### src/rtl/mce_pkg.sv
// Shared types and default widths for the memory copy engine.
package mce_pkg;

  localparam int unsigned MCE_ADDR_W = 8;
  localparam int unsigned MCE_DATA_W = 8;

  typedef enum logic [1:0] {IDLE, READ, WRITE, DONE} mce_state_t;

endpackage

### src/rtl/mem_copy_engine_if.sv
// Data memory port: Address/WriteData/MemRead/MemWrite driven by the master, ReadData returned.
interface mem_copy_engine_if #(
  parameter int unsigned ADDR_W = 8,
  parameter int unsigned DATA_W = 8
);

  logic [ADDR_W-1:0] mem_addr;
  logic [DATA_W-1:0] mem_wdata;
  logic              mem_read;
  logic              mem_write;
  logic [DATA_W-1:0] mem_rdata;

  modport master (
    output mem_addr,
    output mem_wdata,
    output mem_read,
    output mem_write,
    input  mem_rdata
  );

  modport slave (
    input  mem_addr,
    input  mem_wdata,
    input  mem_read,
    input  mem_write,
    output mem_rdata
  );

endinterface

### src/rtl/mce_addr_gen.sv
// Latched source/destination/length and byte index for the copy engine.
module mce_addr_gen #(
  parameter int unsigned ADDR_W = 8
) (
  input  logic              clk,
  input  logic              rst,
  input  logic              load_i,
  input  logic              step_i,
  input  logic [ADDR_W-1:0] src_i,
  input  logic [ADDR_W-1:0] dst_i,
  input  logic [ADDR_W-1:0] len_i,
  output logic [ADDR_W-1:0] rd_addr_o,
  output logic [ADDR_W-1:0] wr_addr_o,
  output logic              last_o
);

  logic [ADDR_W-1:0] src_q;
  logic [ADDR_W-1:0] dst_q;
  logic [ADDR_W-1:0] len_q;
  logic [ADDR_W-1:0] idx_q;

  always_ff @(posedge clk or posedge rst) begin
    if (rst) begin
      src_q <= '0;
      dst_q <= '0;
      len_q <= '0;
      idx_q <= '0;
    end else if (load_i) begin
      src_q <= src_i;
      dst_q <= dst_i;
      len_q <= len_i;
      idx_q <= '0;
    end else if (step_i) begin
      idx_q <= idx_q + ADDR_W'(1);
    end
  end

  // Read address of the next pair: consumed on the same edge that advances idx.
  assign rd_addr_o = src_q + idx_q + ADDR_W'(1);
  assign wr_addr_o = dst_q + idx_q;
  assign last_o    = ({1'b0, idx_q} + (ADDR_W + 1)'(1)) >= {1'b0, len_q};

endmodule

### src/rtl/mem_copy_engine.sv
// Byte-block copy master for the data memory port; optional running checksum with MCE_CHECKSUM_EN.
module mem_copy_engine
  import mce_pkg::*;
#(
  parameter int unsigned ADDR_W = MCE_ADDR_W,
  parameter int unsigned DATA_W = MCE_DATA_W
) (
  input  logic                   clk,
  input  logic                   rst,
  input  logic                   start_i,
  input  logic [ADDR_W-1:0]      src_addr_i,
  input  logic [ADDR_W-1:0]      dst_addr_i,
  input  logic [ADDR_W-1:0]      length_i,
  output logic                   busy_o,
  output logic                   done_o,
`ifdef MCE_CHECKSUM_EN
  output logic [DATA_W-1:0]      checksum_o,
`endif
  mem_copy_engine_if.master      mem_io
);

  mce_state_t        state_q;
  logic              busy_q;
  logic              done_q;
  logic              rd_q;
  logic              wr_q;
  logic [ADDR_W-1:0] addr_q;
  logic [DATA_W-1:0] data_q;

  logic              load;
  logic              step;
  logic              last;
  logic [ADDR_W-1:0] rd_addr;
  logic [ADDR_W-1:0] wr_addr;

  assign load = (state_q == IDLE) && start_i;
  assign step = (state_q == WRITE);

  mce_addr_gen #(
    .ADDR_W (ADDR_W)
  ) u_addr_gen (
    .clk       (clk),
    .rst       (rst),
    .load_i    (load),
    .step_i    (step),
    .src_i     (src_addr_i),
    .dst_i     (dst_addr_i),
    .len_i     (length_i),
    .rd_addr_o (rd_addr),
    .wr_addr_o (wr_addr),
    .last_o    (last)
  );

  // data_q is non-zero only in WRITE, so it drives WriteData directly.
  always_ff @(posedge clk or posedge rst) begin
    if (rst) begin
      state_q <= IDLE;
      busy_q  <= 1'b0;
      done_q  <= 1'b0;
      rd_q    <= 1'b0;
      wr_q    <= 1'b0;
      addr_q  <= '0;
      data_q  <= '0;
    end else begin
      unique case (state_q)
        IDLE: begin
          if (start_i) begin
            if (length_i != '0) begin
              state_q <= READ;
              busy_q  <= 1'b1;
              rd_q    <= 1'b1;
              addr_q  <= src_addr_i;
            end else begin
              state_q <= DONE;
              done_q  <= 1'b1;
            end
          end
        end
        READ: begin
          state_q <= WRITE;
          rd_q    <= 1'b0;
          wr_q    <= 1'b1;
          addr_q  <= wr_addr;
          data_q  <= mem_io.mem_rdata;
        end
        WRITE: begin
          wr_q   <= 1'b0;
          data_q <= '0;
          if (last) begin
            state_q <= DONE;
            busy_q  <= 1'b0;
            done_q  <= 1'b1;
            addr_q  <= '0;
          end else begin
            state_q <= READ;
            rd_q    <= 1'b1;
            addr_q  <= rd_addr;
          end
        end
        DONE: begin
          state_q <= IDLE;
          done_q  <= 1'b0;
        end
        default: state_q <= IDLE;
      endcase
    end
  end

  assign busy_o           = busy_q;
  assign done_o           = done_q;
  assign mem_io.mem_read  = rd_q;
  assign mem_io.mem_write = wr_q;
  assign mem_io.mem_addr  = addr_q;
  assign mem_io.mem_wdata = data_q;

`ifdef MCE_CHECKSUM_EN
  logic [DATA_W-1:0] csum_q;

  always_ff @(posedge clk or posedge rst) begin
    if (rst) begin
      csum_q <= '0;
    end else if (load) begin
      csum_q <= '0;
    end else if (step) begin
      csum_q <= csum_q + data_q;
    end
  end

  assign checksum_o = csum_q;
`endif

endmodule
### src/flat_wrapper.sv
// flat-port wrapper written by rule: the top's interface ports become plain ports
module mem_copy_engine_flat import mce_pkg::*;
#(
  parameter int unsigned ADDR_W = MCE_ADDR_W,
  parameter int unsigned DATA_W = MCE_DATA_W
)
  (clk, rst, start_i, src_addr_i, dst_addr_i, length_i, busy_o, done_o, mem_io_mem_addr, mem_io_mem_wdata, mem_io_mem_read, mem_io_mem_write, mem_io_mem_rdata);
  mem_copy_engine_if #(.ADDR_W(ADDR_W), .DATA_W(DATA_W)) mem_io_i ();
  input  logic clk;
  input  logic rst;
  input  logic start_i;
  input  logic [ADDR_W-1:0] src_addr_i;
  input  logic [ADDR_W-1:0] dst_addr_i;
  input  logic [ADDR_W-1:0] length_i;
  output logic busy_o;
  output logic done_o;
  output wire logic [$bits(mem_io_i.mem_addr)-1:0] mem_io_mem_addr;
  output wire logic [$bits(mem_io_i.mem_wdata)-1:0] mem_io_mem_wdata;
  output wire logic [$bits(mem_io_i.mem_read)-1:0] mem_io_mem_read;
  output wire logic [$bits(mem_io_i.mem_write)-1:0] mem_io_mem_write;
  input wire logic [$bits(mem_io_i.mem_rdata)-1:0] mem_io_mem_rdata;
  assign mem_io_mem_addr = mem_io_i.mem_addr;
  assign mem_io_mem_wdata = mem_io_i.mem_wdata;
  assign mem_io_mem_read = mem_io_i.mem_read;
  assign mem_io_mem_write = mem_io_i.mem_write;
  assign mem_io_i.mem_rdata = mem_io_mem_rdata;
  mem_copy_engine #(.ADDR_W(ADDR_W), .DATA_W(DATA_W)) u_core (.clk(clk), .rst(rst), .start_i(start_i), .src_addr_i(src_addr_i), .dst_addr_i(dst_addr_i), .length_i(length_i), .busy_o(busy_o), .done_o(done_o), .mem_io(mem_io_i));
endmodule
### config.mk
export PLATFORM = sky130hd
export DESIGN_NAME = mem_copy_engine_flat
export DESIGN_NICKNAME = d
export VERILOG_FILES = /design/src/rtl/mce_pkg.sv /design/src/rtl/mem_copy_engine_if.sv /design/src/rtl/mce_addr_gen.sv /design/src/rtl/mem_copy_engine.sv /design/src/flat_wrapper.sv
export SDC_FILE = /design/constraint.sdc
export NUM_CORES = 1
export LEC_CHECK = 0
export ABC_AREA = 1
export BUFFER_PORTS_ARGS = -buffer_cell sky130_fd_sc_hd__buf_4
export CORE_ASPECT_RATIO = 1.5
export CORE_MARGIN = 2
export CORE_UTILIZATION = 30
export DETAILED_ROUTE_END_ITERATION = 8
export GPL_ROUTABILITY_DRIVEN = 0
export PLACE_DENSITY = 0.44
export SKIP_LAST_GASP = 1
export SYNTH_ARGS = -nofsm -noshare
export SYNTH_HDL_FRONTEND = slang
export SYNTH_SLANG_ARGS = --single-unit
### constraint.sdc
create_clock -name clk -period 3.1 [get_ports clk]
set_input_delay 0.155 -clock clk [delete_from_list [all_inputs] [get_ports clk]]
set_output_delay 0.155 -clock clk [all_outputs]
set_load 0.02 [all_outputs]
==> metrics.cfg <==
[final_layout]
fillers = 1186
syn2layout_area_growth_pct = 21.9
final_area_um2 = 4130
antenna_cells = 0
layout_common_cells = nand2_1 (110), buf_4 (61), inv_1 (56)
drive_gt1_share_pct = 19.9
nNetsFinal = 537
final_common_cell = nand2_1

[worst_setup_path]
r2r_cells = 15
critPathCaptureType = register
crit_fanout = 7
r2r_start = u_core.u_addr_gen.idx_q[1]
worstSetupPathType = register to register
crit_required_ns = 3.34
ff2ff_setup_slack_ns = 0.60
startpoint_type = register
arrival_ns = 2.74
worstReg2RegEnd = u_core.mem_io.mem_addr[2]

[clock_tree]
cts_buffers = 5
cts_tree = done
cts_buffer_depth = 2
clk_pin_slew_worst_paths_ns = 0.07
post_cts.repair.setup_buffers = 0
root_buffer = clkbuf_16
cts.sinks = 54
worstSkewPairLatency_ns = 0.30
cts-resized-gates = 0
h-tree-depth = 2

[logic_synthesis]
synth_edf_count = 0
postSynthAreaPerCell_um2 = 8.14
synthMuxAreaShare_pct = 2.66
synth_top_family_by_area = simple AND/OR/NAND/NOR gates
synth_fa_ha_area_share_pct = 11.5
synthXorXnorAreaFrac_pct = 2.85
synth_ff_type = dfrtp_1
yosysWarnings = 0
yosys-top-cells-area = dfrtp_1 (40%), nand2_1 (12%), ha_1 (10%), inv_1 (6.3%), o21ai_0 (4.4%)
synthSimpleGateAreaFrac_pct = 22.0
synthesis.nets = 481
yosysSeqAreaShare_pct = 39.9
syn_area_um2 = 3390
syn_inst = 416
synth_cell_type_count = 38
synth_top_area_cell = dfrtp_1
synth_compound_area_share_pct = 12.2
async_flop_share_pct = 100
ys_ff_latch = 54
synth_top_area_share_pct = 39.9

[timing]
period_share_pct = 80.5
rsz0062_at_grt = false
fmax_mhz = 401
hold_violations = 0
setup_viol = 0
maxSlewViolCount = 0
skew_ns = 0.00509
fin_setup_tns_ns = 0
fin_crit_ns = 2.50
relSlewSlack_pct = 45.1
worstMarginPinSlew_ns = 0.821

[floorplan]
pin_count = 55
fp.dieW_um = 90.7
die-area_um2 = 12200
rows = 47
initial_core_util_pct = 30.8
core-area_um2 = 11000
fp.dieH_um = 134

[drt]
route.detailed.drc = 0
wire_per_inst_um = 14.7
ant_nets = 0
vias = 2873
dr.first_iter.drc_count = 115
avgViaCountPerCell = 4.64
routed_wirelength_um = 9090
first_pass_iters = 4

[global_route]
overflow = 0
grt_pass1_wl_um = 14700
grt_use_total_pct = 15.4
grt_max_degree = 34
grt_pass1_vias = 2892
antenna_found_initial = 0

[power_and_ir_drop]
ir_drop_uv = 381
p_leak_nw = 2.19
power_density_nw_per_um2 = 985

[placed_design]
post_dp_cell_area_um2 = 3950
port_buffers = 54
dp_hpwl_um = 6990

[hold_path]
holdPathEnd = u_core.mem_io.mem_wdata[2]
min_delay_path_depth = 3
hp-class = primary input to register
hp-start = mem_io_mem_rdata[2]

[run]
max-cap-violations = 0

[run_status]
status = completed

==> metal layers <==
layer | GRT usage, % | part of all wire [%] | up-vias
li1 | - | - | 1457
met3 | 2.13 | 2.3 | 12
met1 | 18.4 | 44 | 1355
met5 | 0 | 0 | -
met2 | 28.1 | 52 | 49
met4 | 5.38 | 2.0 | 0
==> worst max-delay path, cell delays in order, from the launching register on <==
cell     delay (ns)
dfrtp_1        0.45
ha_1           0.23
nand3_2        0.12
xor2_1         0.30
ha_1           0.30
nand2_1        0.10
inv_1          0.04
nand2_1        0.06
nand3_1        0.09
nand2_1        0.07
nand2_1        0.05
nand2_2        0.11
nand3_4        0.13
o21ai_0        0.23
nand2_1        0.08
nand2_1        0.06
==> cells by family (layout without fill, tap and decap cells) <==
family          after synthesis  in the layout
mux                           8              8
buf+inv                      72            128
flops                        54             54
compound gates               72             72
simple gates                169            169
xor+xnor                     11             11
fa+ha+maj                    30             30
==> registers in the layout (all words and copies together) (netlist names) <==
| signal | flops |
|---|---|
| u_core.u_addr_gen.dst_q | 8 |
| u_core.u_addr_gen.src_q | 8 |
| u_core.u_addr_gen.len_q | 8 |
| u_core.mem_io.mem_wdata | 8 |
| u_core.u_addr_gen.idx_q | 8 |
| u_core.mem_io.mem_addr | 8 |
| u_core.busy_o | 1 |
| u_core.state_q | 2 |
| u_core.mem_io.mem_write | 1 |
| u_core.done_o | 1 |
| u_core.mem_io.mem_read | 1 |
==> Yosys cell counts, drive strengths merged (2+ instances only) <==
library cell  instances
a21oi                27
o211ai                2
nand4                 6
xnor2                 3
xor2                  8
ha                   28
nand2               114
clkbuf                9
inv                  59
o21bai                2
nor3                  3
nor2                 12
o21ai                35
a31oi                 3
nand3                31
or2                   2
buf                   4
dfrtp                54
mux2                  8
fa                    2
==> stage by stage <==
stage                     worst slack, ns  total power (W)  utilization [%]  hold slack, ns  instances
after floorplan                      1.04          0.00273                -           0.296        416
after global placement              0.628          0.00344             35.9           0.229        611
after detailed placement            0.616          0.00344             35.9           0.232        611
after CTS                           0.603          0.00412             37.5          0.0746        619
after global routing                0.365          0.00445             37.5          0.0806        619
final                               0.604          0.00407             37.5          0.0771        619
==> layout make-up <==
cell class / count / area [um2] / share of cell area, %
Clock buffer: 6 / 139 / 3.36
Sequential cell: 54 / 1350 / 32.7
Tap cell: 147 / 184 / 4.46
Inverter: 59 / 221 / 5.37
Timing Repair Buffer: 62 / 468 / 11.3
Clock inverter: 1 / 30.0 / 0.727
Multi-Input combinational cell: 290 / 1730 / 42.0
==> worst max path at each step <==
stage                                          start                         to  depth (start not counted)
after global routing      u_core.u_addr_gen.idx_q[1]  u_core.mem_io.mem_addr[2]                         15
after floorplan           u_core.u_addr_gen.idx_q[1]     u_core.mem_io.mem_read                         18
after detailed placement  u_core.u_addr_gen.idx_q[1]  u_core.mem_io.mem_addr[1]                         15
final                     u_core.u_addr_gen.idx_q[1]  u_core.mem_io.mem_addr[2]                         15
after CTS                 u_core.u_addr_gen.idx_q[1]  u_core.mem_io.mem_addr[1]                         15
after global placement    u_core.u_addr_gen.idx_q[1]  u_core.mem_io.mem_addr[2]                         15
==> timing repair <==
action / in CTS / in global routing
setup endpoints to repair: 0 / 0
hold buffers: 1 / 0
hold endpoints to repair: 21 / 0
==> where the power goes <==
group,internal [W],leakage [nW],switching (W)
clock,0.000400,0.0829,0.000267
combinational,0.000821,1.44,0.00135
sequential,0.00102,0.665,0.000211
Note: power is estimated with default switching activity, not from simulation.
